==> config.mk <==
export PLATFORM = sky130hd
export DESIGN_NAME = nth_root_param
export DESIGN_NICKNAME = d
export VERILOG_FILES = /design/src/rtl/nth_root_pkg.sv /design/src/rtl/nth_root_fxmul.sv /design/src/rtl/nth_root_param.sv
export SDC_FILE = /design/constraint.sdc
export NUM_CORES = 1
export LEC_CHECK = 0
export BUFFER_PORTS_ARGS = -buffer_cell sky130_fd_sc_hd__clkbuf_2
export CAP_MARGIN = 10
export CORE_UTILIZATION = 55
export CTS_BUF_LIST = sky130_fd_sc_hd__clkbuf_8
export DETAILED_ROUTE_END_ITERATION = 10
export PLACE_DENSITY = 0.71
export REMOVE_ABC_BUFFERS = 1
export SETUP_SLACK_MARGIN = 0.02
export SLEW_MARGIN = 40
export SYNTH_ARGS = -nofsm -noshare
export SYNTH_HDL_FRONTEND = slang
export SYNTH_SLANG_ARGS = --single-unit
==> constraint.sdc <==
create_clock -name clk -period 15.5 [get_ports clk]
set_input_delay 3.1 -clock clk [delete_from_list [all_inputs] [get_ports clk]]
set_output_delay 3.1 -clock clk [all_outputs]
set_load 0.05 [all_outputs]
==> src/rtl/nth_root_pkg.sv <==
// Shared types and default geometry for the fixed-point nth-root block.
package nth_root_pkg;

  localparam int DEF_IN_W   = 10;
  localparam int DEF_FRAC_W = 10;
  localparam int DEF_EXP_W  = 3;

  typedef enum logic [2:0] {
    S_IDLE,
    S_TRIAL,
    S_POW,
    S_DECIDE,
    S_OUT
  } state_t;

endpackage

==> src/rtl/nth_root_fxmul.sv <==
// Unsigned fixed-point multiply: full product, >>FRAC_W truncation and a flag
// for any product bit at or above OUT_W+FRAC_W.
module nth_root_fxmul #(
  parameter int OUT_W  = 20,
  parameter int FRAC_W = 10
) (
  input  logic [OUT_W-1:0] i_a,
  input  logic [OUT_W-1:0] i_b,
  output logic [OUT_W-1:0] o_p,
  output logic             o_ovf
);

  logic [2*OUT_W-1:0] w_full;

  always_comb begin
    w_full = i_a * i_b;
    o_p    = w_full[FRAC_W +: OUT_W];
    o_ovf  = |w_full[2*OUT_W-1:OUT_W+FRAC_W];
  end

endmodule

==> src/rtl/nth_root_param.sv <==
// Bit-serial restoring nth root of an unsigned integer, result in
// Q(IN_W).(FRAC_W); one truncated multiply per cycle for the trial power.
module nth_root_param
  import nth_root_pkg::*;
#(
  parameter int IN_W   = DEF_IN_W,
  parameter int FRAC_W = DEF_FRAC_W,
  parameter int EXP_W  = DEF_EXP_W,
  parameter int OUT_W  = IN_W + FRAC_W
) (
  input  logic             clk,
  input  logic             rst_n,
  input  logic             in_valid,
  output logic             in_ready,
  input  logic [IN_W-1:0]  in_data,
  input  logic [EXP_W-1:0] in_exp,
  output logic             out_valid,
  input  logic             out_ready,
  output logic [OUT_W-1:0] out_data,
  output logic             out_err
);

  localparam logic [OUT_W-1:0] BIT_MSB = {1'b1, {(OUT_W-1){1'b0}}};

  state_t             r_state;
  logic               r_in_ready;
  logic               r_out_valid;
  logic [OUT_W-1:0]   r_out_data;
  logic               r_out_err;
  logic [EXP_W-1:0]   r_exp;
  logic [OUT_W-1:0]   r_target;
  logic [OUT_W-1:0]   r_result;
  logic [OUT_W-1:0]   r_cand;
  logic [OUT_W-1:0]   r_pow;
  logic [EXP_W-1:0]   r_k;
  logic               r_ovf;
  logic [OUT_W-1:0]   r_bit;

  logic [OUT_W-1:0]   w_prod;
  logic               w_prod_ovf;
  logic [EXP_W-1:0]   w_k_inc;
  logic [OUT_W-1:0]   w_in_target;
  logic               w_fits;
  logic               w_exact;
  logic [OUT_W-1:0]   w_next_result;

  nth_root_fxmul #(
    .OUT_W  (OUT_W),
    .FRAC_W (FRAC_W)
  ) u_fxmul (
    .i_a   (r_pow),
    .i_b   (r_cand),
    .o_p   (w_prod),
    .o_ovf (w_prod_ovf)
  );

  always_comb begin
    w_k_inc       = r_k + EXP_W'(1);
    w_in_target   = {in_data, {FRAC_W{1'b0}}};
    w_fits        = !r_ovf && (r_pow <= r_target);
    w_exact       = !r_ovf && (r_pow == r_target);
    w_next_result = w_fits ? r_cand : r_result;
  end

  assign in_ready  = r_in_ready;
  assign out_valid = r_out_valid;
  assign out_data  = r_out_data;
  assign out_err   = r_out_err;

  always_ff @(posedge clk or negedge rst_n) begin
    if (!rst_n) begin
      r_state     <= S_IDLE;
      r_in_ready  <= 1'b1;
      r_out_valid <= 1'b0;
      r_out_data  <= '0;
      r_out_err   <= 1'b0;
      r_exp       <= '0;
      r_target    <= '0;
      r_result    <= '0;
      r_cand      <= '0;
      r_pow       <= '0;
      r_k         <= '0;
      r_ovf       <= 1'b0;
      r_bit       <= '0;
    end else begin
      case (r_state)
        S_IDLE: begin
          if (in_valid) begin
            r_exp      <= in_exp;
            r_target   <= w_in_target;
            r_in_ready <= 1'b0;
            if (in_exp == '0) begin
              r_state     <= S_OUT;
              r_out_valid <= 1'b1;
              r_out_data  <= '0;
              r_out_err   <= 1'b1;
            end else if (in_exp == EXP_W'(1) || in_data == '0) begin
              // Zero radicand bypasses the search: truncated powers of tiny
              // candidates would otherwise round to zero and be accepted.
              r_state     <= S_OUT;
              r_out_valid <= 1'b1;
              r_out_data  <= w_in_target;
              r_out_err   <= 1'b0;
            end else begin
              r_state  <= S_TRIAL;
              r_result <= '0;
              r_bit    <= BIT_MSB;
            end
          end
        end
        S_TRIAL: begin
          r_cand  <= r_result | r_bit;
          r_pow   <= r_result | r_bit;
          r_k     <= EXP_W'(1);
          r_ovf   <= 1'b0;
          r_state <= S_POW;
        end
        S_POW: begin
          r_pow <= w_prod;
          r_ovf <= r_ovf | w_prod_ovf;
          r_k   <= w_k_inc;
          if (w_k_inc == r_exp) r_state <= S_DECIDE;
        end
        S_DECIDE: begin
          r_result <= w_next_result;
          if (w_exact || r_bit[0]) begin
            r_state     <= S_OUT;
            r_out_valid <= 1'b1;
            r_out_data  <= w_next_result;
            r_out_err   <= 1'b0;
          end else begin
            r_bit   <= r_bit >> 1;
            r_state <= S_TRIAL;
          end
        end
        S_OUT: begin
          if (out_ready) begin
            r_state     <= S_IDLE;
            r_in_ready  <= 1'b1;
            r_out_valid <= 1'b0;
            r_out_data  <= '0;
            r_out_err   <= 1'b0;
          end
        end
        default: r_state <= S_IDLE;
      endcase
    end
  end

endmodule
Word level (Yosys, flattened, before mapping) --
Index checks and enable logic that the tools add are counted.
Storage, ports and cells: flip-flop bits (word level) 123, input bits 17, output and inout bits 23, logic and storage cells 92
Operators by class: $add $sub $neg 1, multipliers 1, magnitude comparators 1, eq/ne operators 15, mux-type cells 40, bitwise gates (word level) 2, reduce and logical (&&, ||, !) cells 19
Operators with widths (count):
- $mux W20 | 13
- $pmux W20 S2 | 3
- $pmux W20 S3 | 1
- $mul A20 B20 Y40 | 1
- $eq A20 B20 Y1 | 1
- $le A20 B20 Y1 | 1
- $or A20 B20 Y20 | 1
- $mux W3 | 6
- $pmux W3 S5 | 1
- $ne A2 B2 Y1 const B | 7
- $mux W1 | 11
- $logic_not A10 Y1 | 1
- $reduce_and A5 Y1 | 2
- $reduce_or A10 Y1 | 1
- $eq A3 B1 Y1 const B | 2
- $eq A3 B2 Y1 const B | 2
- $logic_not A3 Y1 | 2
- $pmux W1 S3 | 2
- $pmux W3 S2 | 1
- $reduce_and A3 Y1 | 2
- $reduce_bool A2 Y1 | 3
- $pmux W1 S2 | 2
- $reduce_and A4 Y1 | 1
- $add A3 B1 Y3 const B | 1
- other kinds (9) | 11

Logic depth before layout (Yosys ltp) --
word-level depth 6, mapped depth 27, gate-level depth less buffers 25

Cells and area by module --
Synthesis repeated with hierarchy kept, for this count alone.
Second synthesis, totals: cell total of the unflattened synthesis 1996, area total of the unflattened synthesis 18712.9 µm²
By module, submodules not included:
- nth_root_fxmul | times used 1, cells each 1537, area an instance 13460.4 µm², seq. area each 0.0 µm²
- nth_root_param | times used 1, cells each 459, area an instance 5252.5 µm², seq. area each 3079.2 µm²

Least setup slack after synthesis --
Ideal clock, no wire load.
kind reg2reg, from reg r_cand[5], to reg r_ovf, arrival time 6359 ps, data required time 15366 ps, path slack 9007 ps, stages on the path, launching flop included 25, clock period less this slack 6493 ps, path through dfrtp_1 -> clkbuf_1 -> and2_1 -> fa_1 -> inv_1 -> fa_1 -> fa_1 -> inv_1 -> fa_1 -> fa_1 -> fa_1 -> inv_1 -> fa_1 -> inv_1 -> ha_1 -> buf_6 -> a21o_1 -> a31oi_2 -> nor3b_2 -> o211ai_2 -> a41oi_4 -> o21ai_1 -> a211o_1 -> a2111oi_4 -> a31oi_1
On the way: word-level cells in the longest chain between the ends 4
Ends and longest elaborated chain:
- from (decl) | line nth_root_param.sv:33 | logic [OUT_W-1:0] r_cand;
- from (signal assigned) | line nth_root_param.sv:112 | r_cand <= r_result | r_bit;
- $mul A20 B20 Y40 | line nth_root_fxmul.sv:16 | w_full = i_a * i_b;
- $reduce_or A10 Y1 | line nth_root_fxmul.sv:18 | o_ovf = |w_full[2*OUT_W-1:OUT_W+FRAC_W];
- $or A1 B1 Y1 | line nth_root_param.sv:120 | r_ovf <= r_ovf | w_prod_ovf;
- $pmux W1 S2 | line nth_root_param.sv:86 | case (r_state)
- to (signal assigned) | line nth_root_param.sv:120
- to (decl) | line nth_root_param.sv:36 | logic r_ovf;
Every way passes these cells. A chain may end at the register's enable or synchronous reset.

Worst setup path in the final report --
from reg r_cand[4], to reg r_ovf
The elaborated chain is that of the path after synthesis.

==> flow_summary.ini <==
[run_status]
outcome = finished, final reports clean

[pwr]
pwr-share-clk_pct = 8.9
seq_power_share_pct = 18.6
p_sw_uw = 1879
static-leakage-power_uw = 0.01028
power_density_nw_per_um2 = 173.2
p_comb_share_pct = 72.6
intPower_uw = 1558
p_sw_share_pct = 54.66
ir_worst_vdd_mv = 0.1653

[cts]
cts_resized = 0
numCtsBuffers = 17
cts_setup_buffers = 0
clkLatencyLatePin_ns = 0.44
cts_hold_buf = 0
clockBufferDepth = 2
cts.clk_slew.worst_paths_ns = 0.07
cts_max_level = 4
cts.sinks = 123
root_buffer = clkbuf_8
cts_tree = yes

[sta]
tns_ns = 0
whs_ns = 0.4857
skew_ns = 0.01232
slew_violations = 0
fin_crit_ns = 7.251
rsz0062_at_grt = false
setup_ws_ns = 8.249
relSlewSlack_pct = 42.52
period_share_pct = 46.78
tightest_slew_ns = 0.8622
max_freq_mhz = 137.9
hold_viol = 0
setup_violations = 0

[detailed_routing]
vias = 13710
detail_route.vias_per_cell = 5.545
drt-wirelength-per-cell_um = 18.31
drt_iter0_drc = 820
postRouteWirelength_um = 45270
firstDrtPassIters = 5
drc = 0
ant_nets = 0

[floorplanning]
dieWidth_um = 187.4
start_util_pct = 56.10
die_area_um2 = 35120
rows = 67
die_y_um = 187.4
ios = 40
core_area_um2 = 33700

[worst_setup_path]
cp-end-kind = flip-flop
arrival_ns = 7.57
path_class = flip-flop to flip-flop
crit_fanout = 23
cp-start-kind = flip-flop
required_ns = 15.82

[global_route]
grt_max_degree = 75
antenna_found_initial = 0
grt_overflow_total = 0
grt.total_usage_pct = 27.70
grt_pass1_vias = 14780
grt_pass1_wl_um = 76630

[finish]
final_common_cell = inv_1
drive_above_1_share_pct = 6.868
layout_common_cells = inv_1 (381), fa_1 (319), and2_1 (253)
syn_to_final_growth_pct = 4.937
num_antenna_cells = 0
final_nets = 2506

[placed_design]
dp_hpwl_um = 35010
place_congestion = 0.9001
portBuffers = 39
place_ws_ns = 8.264

[synth]
synth.top_cell.area_share_pct = 33.78
avgSynthCellArea_um2 = 9.258
synthArstFlopShare_pct = 100.0
syn_area_um2 = 18910
synth_seq_area_share_pct = 16.29
synth_edf_count = 0
synth-seq-cells = 123
synthTopCellsByArea = fa_1 (34%), dfrtp_1 (16%), ha_1 (11%)
synth.distinct_cells = 74
synth-main-ff-cell = dfrtp_1
yosysTopAreaCell = fa_1
ys.warnings.count = 0
syn_inst = 2042

[run]
cap_violations = 0

[hold_path]
worstHoldPathType = flip-flop to flip-flop
## per-layer routing
layer	global-route usage, %	routed length (um)	vias up
met1	37.49	19410	6972
met2	46.23	22070	407
met4	8.849	1299	0
met5	0	0	-
li1	-	-	6247
met3	3.809	2491	82
## area by class of cell
| type | count | area (um^2) |
|---|---|---|
| Fill cell | 3000 | 13860 |
| Inverter | 379 | 1423 |
| Clock buffer | 18 | 247.7 |
| Multi-Input combinational cell | 1422 | 13920 |
| Tap cell | 448 | 560.5 |
| Clock inverter | 14 | 180.2 |
| Sequential cell | 123 | 3093 |
| Timing Repair Buffer | 68 | 419.2 |
## sequential cells by signal (all words and copies together), names as in the netlist
name	count
out_valid	1
r_cand	20
r_bit	20
r_pow	20
r_exp	3
r_target	10
out_data	20
r_k	3
r_result	20
r_state	3
in_ready	1
r_ovf	1
out_err	1
## through the flow
| stage | area [um^2] | util (%) | instances | total power (uW) |
|---|---|---|---|---|
| after floorplan | 18390 | - | 1924 | 2324 |
| after global placement | 19380 | 57.52 | 2440 | 3057 |
| after detailed placement | 19400 | 57.56 | 2440 | 3116 |
| after CTS | 19830 | 58.83 | 2472 | 3442 |
| after global routing | 19840 | 58.87 | 2472 | 3780 |
| final | 19840 | 58.87 | 2472 | 3437 |
## power by group through the flow
stage,combinational [uW],sequential (uW),clock [uW]
after detailed placement,2480,636,0
after CTS,2500,630,307
after floorplan,1650,674,0
final,2490,638,305
after global placement,2430,629,0
after global routing,2800,655,323
## cell families after synthesis
| logic type | Yosys count | share of synthesized area (%) |
|---|---|---|
| compound gates | 255 | 9.338 |
| mux | 28 | 1.516 |
| fa+ha+maj | 478 | 44.30 |
| xor+xnor | 33 | 1.529 |
| flops | 123 | 16.29 |
| simple gates | 628 | 16.79 |
| buf+inv | 497 | 10.24 |
## final timing paths
kind	start	end	slack [ns]	depth (start not counted)
worst max-delay path	r_cand[4]	r_ovf	8.25	22
worst min-delay path	out_data[8]	out_data[8]	0.49	2
worst max register to register	r_cand[4]	r_ovf	8.25	22
worst min register to register	out_data[8]	out_data[8]	0.49	2
max in group asynchronous	rst_n	r_pow[1]	11.66	2
min in group asynchronous	rst_n	out_data[18]	2.68	1
## cells in the mapped netlist (30+ instances only)
master and count:
inv_1 378, fa_1 319, and2_1 253, nand2_1 216, ha_1 159, dfrtp_1 122
clkbuf_1 98, nor2_1 84, a21oi_1 61, a21o_1 36, o21ai_1 34, o21ai_0 32
a22o_1 30
## worst max-delay path, cell delays in order (launching register included)
cell,delay [ns]
dfrtp_1,0.90
and2_1,0.24
fa_1,0.44
fa_1,0.51
inv_1,0.05
fa_1,0.48
inv_1,0.06
fa_1,0.48
fa_1,0.51
fa_1,0.56
inv_1,0.07
fa_1,0.48
inv_1,0.04
ha_1,0.35
a21o_1,0.20
a31oi_2,0.21
nor3b_2,0.22
o211ai_2,0.15
a41oi_4,0.36
o21ai_1,0.17
a211o_1,0.31
a2111oi_4,0.19
a31oi_1,0.12
(Power assumes the default switching activity.)
